<file path="src/rtl/lector_contadores.sv">
// Sweeps the four per-FIFO word counters and commits a coherent snapshot of them.
// Optional feature: define LECTOR_TOTAL_EN to add the registered 'total' port (sum of the snapshot).
module lector_contadores #(
  parameter int CNT_WIDTH = 5,
  parameter int IDX_WIDTH = 2
) (
  input  logic                 clk,
  input  logic                 reset,
  input  logic                 IDLE,
  input  logic                 start,
  input  logic [CNT_WIDTH-1:0] contador_in,
  input  logic                 valid_contador,
  output logic                 req,
  output logic [IDX_WIDTH-1:0] idx,
  output logic [CNT_WIDTH-1:0] cnt0,
  output logic [CNT_WIDTH-1:0] cnt1,
  output logic [CNT_WIDTH-1:0] cnt2,
  output logic [CNT_WIDTH-1:0] cnt3,
  output logic                 busy,
  output logic                 done,
  output logic                 error
`ifdef LECTOR_TOTAL_EN
  ,
  output logic [CNT_WIDTH+1:0] total
`endif
);

  typedef enum logic [1:0] {S_IDLE, S_REQ, S_CAP, S_DONE} state_t;

  state_t               state, state_next;
  logic [IDX_WIDTH-1:0] k;
  logic [CNT_WIDTH-1:0] shadow [4];
  logic                 accept, abort, capture, last, commit;

`ifdef LECTOR_TOTAL_EN
  function automatic logic [CNT_WIDTH+1:0] sum4(input logic [CNT_WIDTH-1:0] a,
                                                input logic [CNT_WIDTH-1:0] b,
                                                input logic [CNT_WIDTH-1:0] c,
                                                input logic [CNT_WIDTH-1:0] d);
    return {2'b00, a} + {2'b00, b} + {2'b00, c} + {2'b00, d};
  endfunction
`endif

  always_ff @(posedge clk) begin
    if (!reset) state <= S_IDLE;
    else        state <= state_next;
  end

  always_comb begin
    state_next = state;
    unique case (state)
      S_IDLE:  if (accept) state_next = S_REQ;
      S_REQ:   state_next = abort ? S_IDLE : S_CAP;
      S_CAP: begin
        if (abort)     state_next = S_IDLE;
        else if (last) state_next = S_DONE;
        else           state_next = S_REQ;
      end
      default: state_next = S_IDLE;
    endcase
  end

  // Losing IDLE or valid_contador anywhere in the read phase abandons the sweep.
  always_comb begin
    accept  = 1'b0;
    abort   = 1'b0;
    capture = 1'b0;
    last    = (k == IDX_WIDTH'(3));
    unique case (state)
      S_IDLE: accept = start && IDLE;
      S_REQ:  abort  = !IDLE;
      S_CAP: begin
        abort   = !IDLE || !valid_contador;
        capture = IDLE && valid_contador;
      end
      default: ;
    endcase
    commit = capture && last;
  end

  // The last count is taken straight from contador_in so the snapshot lands in the S_DONE cycle.
  always_ff @(posedge clk) begin
    if (!reset) begin
      k      <= '0;
      req    <= 1'b0;
      idx    <= '0;
      busy   <= 1'b0;
      done   <= 1'b0;
      error  <= 1'b0;
      cnt0   <= '0;
      cnt1   <= '0;
      cnt2   <= '0;
      cnt3   <= '0;
      shadow <= '{default: '0};
`ifdef LECTOR_TOTAL_EN
      total  <= '0;
`endif
    end else begin
      req  <= (state_next == S_REQ);
      done <= (state_next == S_DONE);
      if (accept) begin
        k     <= '0;
        idx   <= '0;
        busy  <= 1'b1;
        error <= 1'b0;
      end
      if (abort) begin
        busy  <= 1'b0;
        error <= 1'b1;
      end
      if (capture) begin
        shadow[k[1:0]] <= contador_in;
        if (!last) begin
          k   <= k + IDX_WIDTH'(1);
          idx <= k + IDX_WIDTH'(1);
        end
      end
      if (commit) begin
        cnt0 <= shadow[0];
        cnt1 <= shadow[1];
        cnt2 <= shadow[2];
        cnt3 <= contador_in;
        busy <= 1'b0;
`ifdef LECTOR_TOTAL_EN
        total <= sum4(shadow[0], shadow[1], shadow[2], contador_in);
`endif
      end
    end
  end

endmodule
</file>
<file path="config.mk">
export PLATFORM = sky130hd
export DESIGN_NAME = lector_contadores
export DESIGN_NICKNAME = d
export VERILOG_FILES = /design/src/rtl/lector_contadores.sv
export SDC_FILE = /design/constraint.sdc
export NUM_CORES = 1
export LEC_CHECK = 0
export ABC_CLOCK_PERIOD_IN_PS = 2450
export CAP_MARGIN = 20
export CORE_UTILIZATION = 39
export CTS_CLUSTER_SIZE = 40
export DETAILED_ROUTE_END_ITERATION = 10
export GPL_TIMING_DRIVEN = 0
export REMOVE_ABC_BUFFERS = 1
export SYNTH_ARGS = -nofsm -noshare
export SYNTH_HDL_FRONTEND = slang
export SYNTH_SLANG_ARGS = --single-unit
export TNS_END_PERCENT = 20
</file>
<file path="constraint.sdc">
create_clock -name clk -period 2.45 [get_ports clk]
set_clock_uncertainty 0.05 [all_clocks]
set_input_delay 0.49 -clock clk [delete_from_list [all_inputs] [get_ports clk]]
set_output_delay 0.49 -clock clk [all_outputs]
set_load 0.02 [all_outputs]
</file>
# Yosys cells after proc, flatten, opt, wreduce, memory -nomap -nowiden

Index checks and enable logic that the tools add are counted.

Bits in registers: 50
Word-level logic and storage cells: 54
Input port bits: 10

Bitwise gates (word level): 2
Muxes and demuxes: 19
Reduce and logical (&&, ||, !) cells: 10
Equality and inequality tests: 5
Add/subtract/negate cells: 1
$lt $le $gt $ge: 2

Operators with widths:

| cell                                               | count |
|---|---|
| bitwise mux 20 bit                                 | 1 |
| 2-to-1 mux 2 bit                                   | 10 |
| demux 5 bit (select 2 bit)                         | 1 |
| == test 2 bit, second input constant               | 3 |
| one-hot mux 2 bit (3 select lines)                 | 1 |
| 2-to-1 mux 5 bit                                   | 1 |
| == test 2 x 1 -> 1 bit, second input constant      | 2 |
| logical AND 1 bit                                  | 4 |
| 2-to-1 mux 1 bit                                   | 4 |
| >= comparator 3 bit, second input constant         | 1 |
| < comparator 3 x 1 -> 1 bit, second input constant | 1 |
| NOT 2 -> 3 bit                                     | 1 |
| OR reduction 3 bit                                 | 1 |
| adder 2 x 1 -> 2 bit, second input constant        | 1 |
| logical NOT 1 bit                                  | 2 |
| logical NOT 2 bit                                  | 1 |
| one-hot mux 1 bit (2 select lines)                 | 1 |
| nonzero test 2 bit                                 | 1 |
| logical OR 1 bit                                   | 1 |
| NOT 1 bit                                          | 1 |

# Logic depth before layout (Yosys ltp)

Gate-level depths: netlist of run 1.

Depth after elaboration: 6
Gate-level depth with buffers: 7

# Least setup slack after synthesis of run 1

No wires, ideal clock.

Path kind: register to register
Start: reg state[0]
End: reg req
Clock period less this slack: 1.503 ns
Data arrival time: 1.365 ns
Buffers on the path: 0
Required time: 2.313 ns
Cell stages (with the launch flop): 6
Setup slack: 0.947 ns
Path through: dfxtp_1 inv_1 ha_1 a21bo_1 mux2_4 nor4_4

Word-level cells in the longest chain between the ends: 5

RTL lines:

| element                                                                       | line       | text |
|---|---|---|
| from (decl)                                                                   | 30         | `state_t state, state_next;` |
| from (signal assigned)                                                        | 46         | `else state <= state_next;` |
| == test 2 bit (tied with other cells)                                         | 51, 69     |  |
| one-hot mux 1 bit (2 select lines) / 2-to-1 mux 1 bit (equally long branches) | 69         | `unique case (state)` |
| 2-to-1 mux 2 bit (on tied branches)                                           | 55, 52, 53 |  |
| one-hot mux 2 bit (3 select lines) *                                          | 51         | `unique case (state)` |
| == test 2 x 1 -> 1 bit *                                                      | 99         | `req <= (state_next == S_REQ);` |
| to (signal assigned)                                                          | 99         |  |
| to (decl)                                                                     | 13         | `output logic req,` |

Every way passes the cells marked *; elsewhere a longest branch is shown, timed or not.
A chain may end at the register's enable or synchronous reset.

# Final worst setup path of run 1

Start: in IDLE
End: reg cnt0[4]

Word-level cells in the longest chain between the ends: 3

RTL lines:

| element              | line | text |
|---|---|---|
| from (decl)          | 9    | `input logic IDLE,` |
| logical AND 1 bit    | 74   | `capture = IDLE && valid_contador;` |
| 2-to-1 mux 1 bit     | 69   |  |
| logical AND 1 bit    | 78   | `commit = capture && last;` |
| to (signal assigned) | 119  | `cnt0 <= shadow[0];` |
| to (decl)            | 15   | `output logic [CNT_WIDTH-1:0] cnt0,` |

No other way between the ends.

==> results of run 1 <==
## final cells by class
class	count	area, um^2
clock buffers	7	86.3
well taps	52	65.1
fillers	456	2100
inverters	4	15.0
multi-input cells	153	928
repair buffers	36	378
clock inverters	1	30.0
flip-flops and latches	45	901
## timing repair
item	4_1_cts	5_1_grt
resized for setup	0	1
buffers inserted	0	0
endpoints found under the setup margin	0	17
## registers in the layout (all words and copies together) (netlist names), 2 cells and up
register	flops
cnt0	5
shadow	15
cnt2	5
state	2
cnt3	5
k	2
idx	2
cnt1	5
## per-stage QoR
| stage | area [um^2] | worst slack, ns |
|---|---|---|
| 2_1_floorplan | 1840 | 0.719 |
| 3_3_place_gp | 2260 | -0.186 |
| 3_5_place_dp | 2280 | -0.142 |
| 4_1_cts | 2400 | 0.164 |
| 5_1_grt | 2400 | 0.229 |
| 6_report | 2400 | 0.423 |
## kinds of logic (layout without fill, tap and decap cells)
family          count (synthesis)  count (layout)
compound gates                 45              45
fa+ha+maj                       8               8
mux                             6               6
simple gates                   94              94
flops                          45              45
buf+inv                        13              48
## per-layer routing
| layer | up-vias | part of all wire, % | wire (um) |
|---|---|---|---|
| li1 | 768 | - | - |
| met1 | 660 | 51 | 1850 |
| met2 | 26 | 45 | 1650 |
| met3 | 4 | 3.2 | 117 |
| met4 | 0 | 0.90 | 33 |
| met5 | - | 0 | 0 |
## worst max-delay path: stages
cell	delay, ns
clkdlybuf4s50_1	0.58
and3_1	0.50
nand2_2	0.35
nand2_1	0.16
a21boi_1	0.07
## Yosys cell counts (3+ instances only)
cell type	count
buf_2	3
clkbuf_1	4
a21boi_0	13
and2_1	3
mux2i_1	5
a21boi_1	19
a21oi_1	6
ha_1	8
dfxtp_1	45
inv_1	4
nor2b_1	10
nand2_1	59
nor2_1	3
o21ai_0	3
nand3_1	11
## power groups by stage
stage / registers, mW / clock network, mW / logic [mW]
3_3_place_gp: 0.817 / 0 / 0.391
6_report: 0.801 / 0.576 / 0.394
4_1_cts: 0.801 / 0.590 / 0.397
3_5_place_dp: 0.818 / 0 / 0.395
2_1_floorplan: 0.841 / 0 / 0.245
5_1_grt: 0.807 / 0.615 / 0.430
## worst paths after layout
path,start,endpoint,slack (ns),depth (start not counted)
worst max register to register,state[0],cnt0[4],0.49,6
worst max-delay path,IDLE,cnt0[4],0.42,5
worst min register to register,shadow[10],cnt1[0],0.40,2
worst min-delay path,shadow[10],cnt1[0],0.40,2
==> implementation parameters, run 1 <==
Parameter                              Value

Outcome
  Result of the run    finished, final reports clean

GRT
  Most congested layer reported by global routing    met2
  Pin count of the biggest net entering global routing    27
  Global Route met3 Usage    3.38%
  Remaining Overflow, GRT    0
  Total Routing Usage GR    15.4%
  Number of antenna violations at the first check in global routing    0
  Via count of the first global-routing pass    1363
  GR Layer Usage met1    19.9%
  Global-route wire length before repair    6200 um
  GRT met2 Usage    25.5%

Power and ir drop
  Maximum ir drop on the vdd rail    0.473 mV
  Leakage power figure    0.862 nW
  Clk network pwr share    32.5%
  Power share of the combinational group    22.3%
  Power after layout    1.77 mW
  Power share of the sequential group    45.2%
  Switching Share    27.4%
  Switching component of the power    0.485 mW
  Internal power component    1.29 mW
  Power density of the placed cells    737 mW/mm^2

Critical path
  Required time of the critical path    2.58 ns
  Arrival time worst endpoint    2.16 ns
  Max Fanout on Critical Path    20
  Endpoint kind of the worst setup timing path    register
  Startpoint kind of the worst setup timing path    primary input
  Start-to-end type of the worst setup path    primary input to register

Die
  Boundary Pins    36
  Number of placement rows    24
  Die Ht    71.6 um
  Core ar.    0.00450 mm^2
  Starting density of the core    41.9%
  Die width    71.6 um
  Die footprint    0.00512 mm^2

Finish
  Most common library cell in the layout ignoring fill and taps    nand2_1
  Area Growth Syn to Fin    27.4%
  Share of the core filled with cells    53.4%
  Share of final-layout standard cells stronger than drive strength 1    4.88%
  Inserted Diodes    0
  Number of nets in the final layout    263
  Count of placed standard cells in the final layout, fillers left out    298
  Commonest non-fill, non-tap cells in the layout    nand2_1, dfxtp_1, clkdlybuf4s50_1, a21boi_1, a21boi_0

STA
  Unrepaired setup endpoints after global routing    no
  Worst Tran Pin Value    0.656 ns
  Final critical path time including I/O delays and setup    2.03 ns
  Hold Violations, Final    0
  Number of setup violations in the final report    0
  Worst hold slack    0.400 ns
  Portion of the clock cycle consumed by the worst path in the final layout    82.7%
  Slew Limit Headroom    56.1%
  Maximum clock frequency    493 MHz
  Post-route setup TNS    0 ns
  Final slew viol count    0

Placement
  IO Port Bufs    35
  Number of cells in the design after placement    290
  Placed wire-length estimate after detailed placement    2490 um
  Routability congestion estimate    0.789

Clocking
  Clock net sink count    45
  CTS H-Tree Depth    2
  TritonCTS buffer count    5
  Clock latency of the later-clocked register in the worst-skew pair    0.29 ns
  Clock buffer depth    2
  Clock slew at the register clock pins of the worst setup and hold paths    0.08 ns
  TritonCTS clock tree    built
  Root buf cell    clkbuf_8
  Hold bufs inserted after CTS    0

Synth
  Count of flip-flops with a built-in enable after synthesis    0
  Share of the synthesized area in the top cell type    47.7%
  Compound-Gate Fraction of Synth Area    17.0%
  Yosys warns    0
  Top post-synthesis cells by area    dfxtp_1, nand2_1, a21boi_1
  Top_reg_cell synth    dfxtp_1
  Summed instance area of the synthesized netlist    0.00189 mm^2
  Share of synthesized area spent on multiplexers    3.45%
  Yosys top cell by area    dfxtp_1
  Mapped Cells    211
  Number of different library cells in the post-synthesis netlist    26
  Async set-reset flop share out of synthesis    0%
  Area share of fa/ha/maj cells after synthesis    5.31%
  Register bit count reported by yosys    45
  Syn avg cell area    8.94 um^2
  Sequential fraction of the synthesis area    47.7%
  Area share of and/or/nand/nor cells after synthesis    23.3%
  Post-synthesis share of cell area spent on xor and xnor gates    0%
  Largest family of logic cells by synthesized area    simple AND/OR/NAND/NOR gates

Drt
  Number of detailed-routing iterations run before antenna repair    6
  Final routed wire length divided by cell count    12.2 um
  DRC    0
  Post-DRT Antenna Nets    0
  Initial drt markers    45
  Via density per instance    4.89
  Total via count after detailed routing    1458
  Total Routed Length    3650 um

Run
  Max-cap violations    0

Min path
  Worst hold-check path type    register to register
(Power assumes the default switching activity.)
==> run 2, diff against run 1 <==
Settings changed: ABC_CLOCK_PERIOD_IN_PS 2450 to 1600, PLACE_DENSITY set to 0.65.
Clock period 2.45 ns to 1.6 ns, I/O delays scaled along.
==> implementation parameters, run 2 (same netlist as run 1, synthesis figures left out) <==
Parameter                              Value

Finish
  Area of the multi-input gates    977 um^2
  Count of placed standard cells in the final layout, fillers left out    302
  Number of nets in the final layout    267
  Sequential cell area    903 um^2
  Most common library cell in the layout ignoring fill and taps    nand2_1
  Commonest non-fill, non-tap cells in the layout    nand2_1, dfxtp_1, dlygate4sd2_1, a21boi_1, a21boi_0
  Fill cell instance count of the final layout    452
  Inserted Diodes    0
  Reg with most FFs    shadow
  Share of final-layout standard cells stronger than drive strength 1    10.0%
  Area Growth Syn to Fin    28.3%
  Flip-flop count of the largest register, all copies and words added    15

Critical path
  Required time of the critical path    1.77 ns
  Max Fanout on Critical Path    8
  Reg2Reg Depth    5
  Arrival time worst endpoint    1.70 ns
  Endpoint kind of the worst setup timing path    register
  Start-to-end type of the worst setup path    primary input to register
  Startpoint kind of the worst setup timing path    primary input

GRT
  Pin count of the biggest net entering global routing    27
  Number of antenna violations at the first check in global routing    0
  Remaining Overflow, GRT    0
  Global-route wire length before repair    6430 um
  Via count of the first global-routing pass    1349
  Total Routing Usage GR    16.5%

Clocking
  CTS H-Tree Depth    2
  Clock latency of the later-clocked register in the worst-skew pair    0.30 ns
  Clock buffer depth    2
  Clock net sink count    45
  TritonCTS clock tree    built
  Clock slew at the register clock pins of the worst setup and hold paths    0.08 ns
  TritonCTS buffer count    5
  Root buf cell    clkbuf_8

Power and ir drop
  Leakage power figure    1.03 nW
  Power after layout    2.61 mW
  Maximum ir drop on the vdd rail    0.947 mV
  Switching component of the power    0.794 mW
  Power share of the sequential group    47.5%
  Internal power component    1.81 mW
  Switching Share    30.5%
  Power share of the combinational group    25.7%
  Power density of the placed cells    1080 mW/mm^2
  Clk network pwr share    26.8%

Die
  Boundary Pins    36
  Core ar.    0.00450 mm^2
  Number of placement rows    24
  Die Ht    71.6 um
  Die width    71.6 um
  Die footprint    0.00512 mm^2
  Starting density of the core    41.9%

Drt
  Post-DRT Antenna Nets    0
  Total Routed Length    3820 um
  Number of detailed-routing iterations run before antenna repair    4
  DRC    0
  Final routed wire length divided by cell count    12.7 um
  Initial drt markers    73
  Total via count after detailed routing    1490
  Via density per instance    4.93

Run
  Max-cap violations    0

STA
  Min setup slack post-route    0.0749 ns
  Unrepaired setup endpoints after global routing    no
  Maximum clock frequency    656 MHz
  Portion of the clock cycle consumed by the worst path in the final layout    95.3%
  Slew Limit Headroom    61.8%
  Worst Tran Pin Value    0.573 ns
  Final critical path time including I/O delays and setup    1.53 ns
  Number of setup violations in the final report    0
  Final slew viol count    0
  Post-route setup TNS    0 ns
  Hold Violations, Final    0

Min path
  Hold Crit Depth    2
  Worst hold-check path type    register to register

Placement
  IO Port Bufs    35
  Routability congestion estimate    0.758
  Placed wire-length estimate after detailed placement    2450 um
  Number of cells in the design after placement    290
  Pre-CTS setup slack    -0.827 ns

Outcome
  Result of the run    finished, final reports clean
==> run 2: cell types whose count changed in the layout (fill, tap and decap cells not counted), moves of 2 or more <==
cell / delta
clkdlybuf4s50_1: -27
dlygate4sd2_1: +25
buf_4: +3
ha_1: -3
clkinv_2: +2
dfxtp_1: -2
dfxtp_2: +2
dlymetal6s2s_1: +2
ha_4: +2
==> run 2: timing repair <==
item                       in CTS  in global routing
hold endpoints to repair        0                  0
buffers inserted                2                  1
cloned                          1                  0
gates resized for setup        34                  6
setup endpoints to repair      58                 22
pin swaps                       3                  1
hold buffers                    0                  0
==> run 2: metal layers <==
| metal | vias to the layer above | track usage [%] | wire length (um) |
|---|---|---|---|
| li1 | 780 | - | - |
| met1 | 673 | 21.4 | 1800 |
| met2 | 30 | 25.3 | 1770 |
| met3 | 7 | 4.36 | 160 |
| met4 | 0 | 8.93 | 88 |
| met5 | - | 0 | 0 |
==> run 2: cell type report <==
| cell class | instances | area share [%] |
|---|---|---|
| Clock inverter | 3 | 0.724 |
| Inverter | 4 | 0.620 |
| Sequential cell | 45 | 37.3 |
| Tap cell | 52 | 2.69 |
| Timing Repair Buffer | 39 | 15.5 |
| Clock buffer | 5 | 2.84 |
| Multi-Input combinational cell | 154 | 40.4 |
==> run 2: path summary, 6_finish.rpt <==
path	slack, ns	endpoint	from
hold reg to reg	0.40	cnt3[0]	cnt3[0]
setup reg to reg	0.11	req	state[1]
setup / recovery	0.07	req	IDLE
hold / removal	0.40	cnt3[0]	cnt3[0]
==> run 2: critical path, stage by stage <==
cell             delay, ns
clkdlybuf4s50_1       0.61
nand2_1               0.11
a21bo_1               0.24
mux2_4                0.32
nor4_4                0.11
==> run 2: power by group through the flow <==
| stage | Sequential [mW] | Clock [mW] | Combinational, mW |
|---|---|---|---|
| 6_report | 1.24 | 0.699 | 0.670 |
| 5_1_grt | 1.25 | 0.765 | 0.740 |
| 4_1_cts | 1.23 | 0.732 | 0.609 |
| 3_5_place_dp | 1.25 | 0 | 0.600 |
| 3_3_place_gp | 1.25 | 0 | 0.591 |
| 2_1_floorplan | 1.29 | 0 | 0.375 |
==> run 2: stage by stage <==
stage                     util [%]  area, um^2  hold WS (ns)
after floorplan                  -        1840         0.380
final                         53.8        2420         0.400
after detailed placement      50.7        2280         0.392
after global routing          53.8        2420         0.415
after CTS                     52.9        2380         0.404
after global placement        50.1        2260         0.389
==> run 3, diff against run 2 <==
Settings changed: CORE_ASPECT_RATIO set to 1.75, CORE_UTILIZATION 39 to 46, PLACE_DENSITY 0.65 to 0.75.
==> implementation parameters, run 3 (same netlist as run 1, synthesis figures left out) <==
Parameter                              Value

Outcome
  Result of the run    finished, final reports clean

GRT
  Total Routing Usage GR    18.0%
  Global-route wire length before repair    6020 um
  Via count of the first global-routing pass    1396
  Pin count of the biggest net entering global routing    25
  Remaining Overflow, GRT    0
  Number of antenna violations at the first check in global routing    0

Die
  Die Ht    86.7 um
  Die width    50.4 um
  Core ar.    0.00390 mm^2
  Boundary Pins    36
  Starting density of the core    48.3%
  Number of placement rows    30
  Die footprint    0.00437 mm^2

Placement
  Routability congestion estimate    0.782
  IO Port Bufs    35
  Placed wire-length estimate after detailed placement    2520 um
  Total placed instance area    0.00227 mm^2
  Number of cells in the design after placement    286

Finish
  Inserted Diodes    0
  Most common library cell in the layout ignoring fill and taps    nand2_1
  Number of nets in the final layout    267
  Reg with most FFs    shadow
  Share of final-layout standard cells stronger than drive strength 1    10.0%
  Flip-flop count of the largest register, all copies and words added    15
  Final instance area    0.00241 mm^2
  Commonest non-fill, non-tap cells in the layout    nand2_1, dfxtp_1, dlygate4sd2_1, a21boi_1, a21boi_0
  Count of placed standard cells in the final layout, fillers left out    298
  Area Growth Syn to Fin    27.5%

Drt
  Total via count after detailed routing    1487
  Post-DRT Antenna Nets    0
  Via density per instance    4.99
  Total Routed Length    3660 um
  DRC    0
  Number of detailed-routing iterations run before antenna repair    3
  Initial drt markers    19
  Final routed wire length divided by cell count    12.3 um

STA
  Number of setup violations in the final report    0
  Portion of the clock cycle consumed by the worst path in the final layout    97.3%
  Slew Limit Headroom    61.0%
  Final slew viol count    0
  Worst hold slack    0.401 ns
  Final critical path time including I/O delays and setup    1.56 ns
  Worst Tran Pin Value    0.584 ns
  Hold Violations, Final    0
  Maximum clock frequency    642 MHz
  Unrepaired setup endpoints after global routing    yes

Run
  Max-cap violations    0

Critical path
  Endpoint kind of the worst setup timing path    output port
  Reg2Reg Depth    5
  Capturing point of the worst reg2reg path    req
  Required time of the critical path    1.23 ns
  Max Fanout on Critical Path    1
  Start-to-end type of the worst setup path    register to output port
  Setup slack, reg-to-reg    0.09 ns
  Critical path cell sequence    clkdlybuf4s50_1
  Buffers & Inverters on Critical Path    1
  Arrival time worst endpoint    1.19 ns
  Worst stage delay on the critical path    0.59 ns
  Top delay family on crit path    buffers and inverters
  Cell with the largest stage delay on the worst path    clkdlybuf4s50_1
  R2r startpoint    state[1]
  Startpoint kind of the worst setup timing path    register

Power and ir drop
  Power density of the placed cells    1090 mW/mm^2
  Leakage power figure    1.00 nW
  Maximum ir drop on the vdd rail    0.881 mV

Min path
  Hold Path Sink    cnt1[2]
  Worst hold-check path type    register to register
  Hold Crit Depth    2
  Hold wc startpoint    cnt1[2]

Clocking
  TritonCTS clock tree    built
  TritonCTS buffer count    5
  Clock slew at the register clock pins of the worst setup and hold paths    0.09 ns
  Clock buffer depth    2
  Root buf cell    clkbuf_8
  Clock latency of the later-clocked register in the worst-skew pair    0.29 ns
  CTS H-Tree Depth    2
  Clock net sink count    45
-- run 3: through the flow --
stage	power [mW]	setup TNS [ns]	util (%)	setup slack, ns
floorplan	1.66	-2.43	-	-0.131
global placement	1.84	-25.44	57.7	-0.774
detailed placement	1.85	-20.95	58.1	-0.792
CTS	2.56	-0.0243	60.8	-0.0243
global route	2.75	-0.00346	61.6	-0.00346
finish	2.62	0	61.6	0.0431
-- run 3: layer usage --
layer  GRT usage [%]  vias up  wire, um
met5               0        -         0
met2            33.0       24      2020
met1            19.1      685      1520
li1                -      776         -
met3            2.81        2        88
met4            9.34        0        36
-- run 3: how the worst max path moves through the flow --
stage,from,to,slack [ns],depth (start not counted)
2_1_floorplan,state[0],cnt2[0],-0.13,6
3_3_place_gp,reset,req,-0.77,3
3_5_place_dp,IDLE,cnt3[1],-0.79,5
4_1_cts,state[0],req,-0.02,5
5_1_grt,IDLE,cnt3[1],-0.003,5
6_report,done,done,0.04,1
-- run 3: where the power goes --
part	leakage, nW	switching, mW	total (mW)	internal [mW]
clock network	0.0445	0.392	0.702	0.310
logic	0.593	0.353	0.677	0.324
registers	0.364	0.0492	1.24	1.19
-- run 3: repair_timing --
| item | 4_1_cts | 5_1_grt |
|---|---|---|
| setup endpoints to repair | 56 | 41 |
| buffers inserted | 3 | 0 |
| hold buffers | 0 | 0 |
| gates resized for setup | 30 | 8 |
| pin swaps | 1 | 0 |
| cloned | 1 | 0 |
-- run 3: worst reg2reg max path, stage by stage, from the launching register on --
cell and delay (ns):
dfxtp_2 0.39, inv_1 0.10, ha_4 0.30, a21bo_1 0.16, mux2_4 0.32, nor4_4 0.11
-- run 3: cell type report --
| class | count | area (um^2) |
|---|---|---|
| fill | 369 | 1500 |
| clock inverter | 3 | 21.3 |
| inverter | 4 | 15.0 |
| sequential | 45 | 903 |
| clock buffer | 5 | 68.8 |
| multi-input combinational | 154 | 977 |
| timing repair buffer | 39 | 360 |
| tap | 48 | 60.1 |
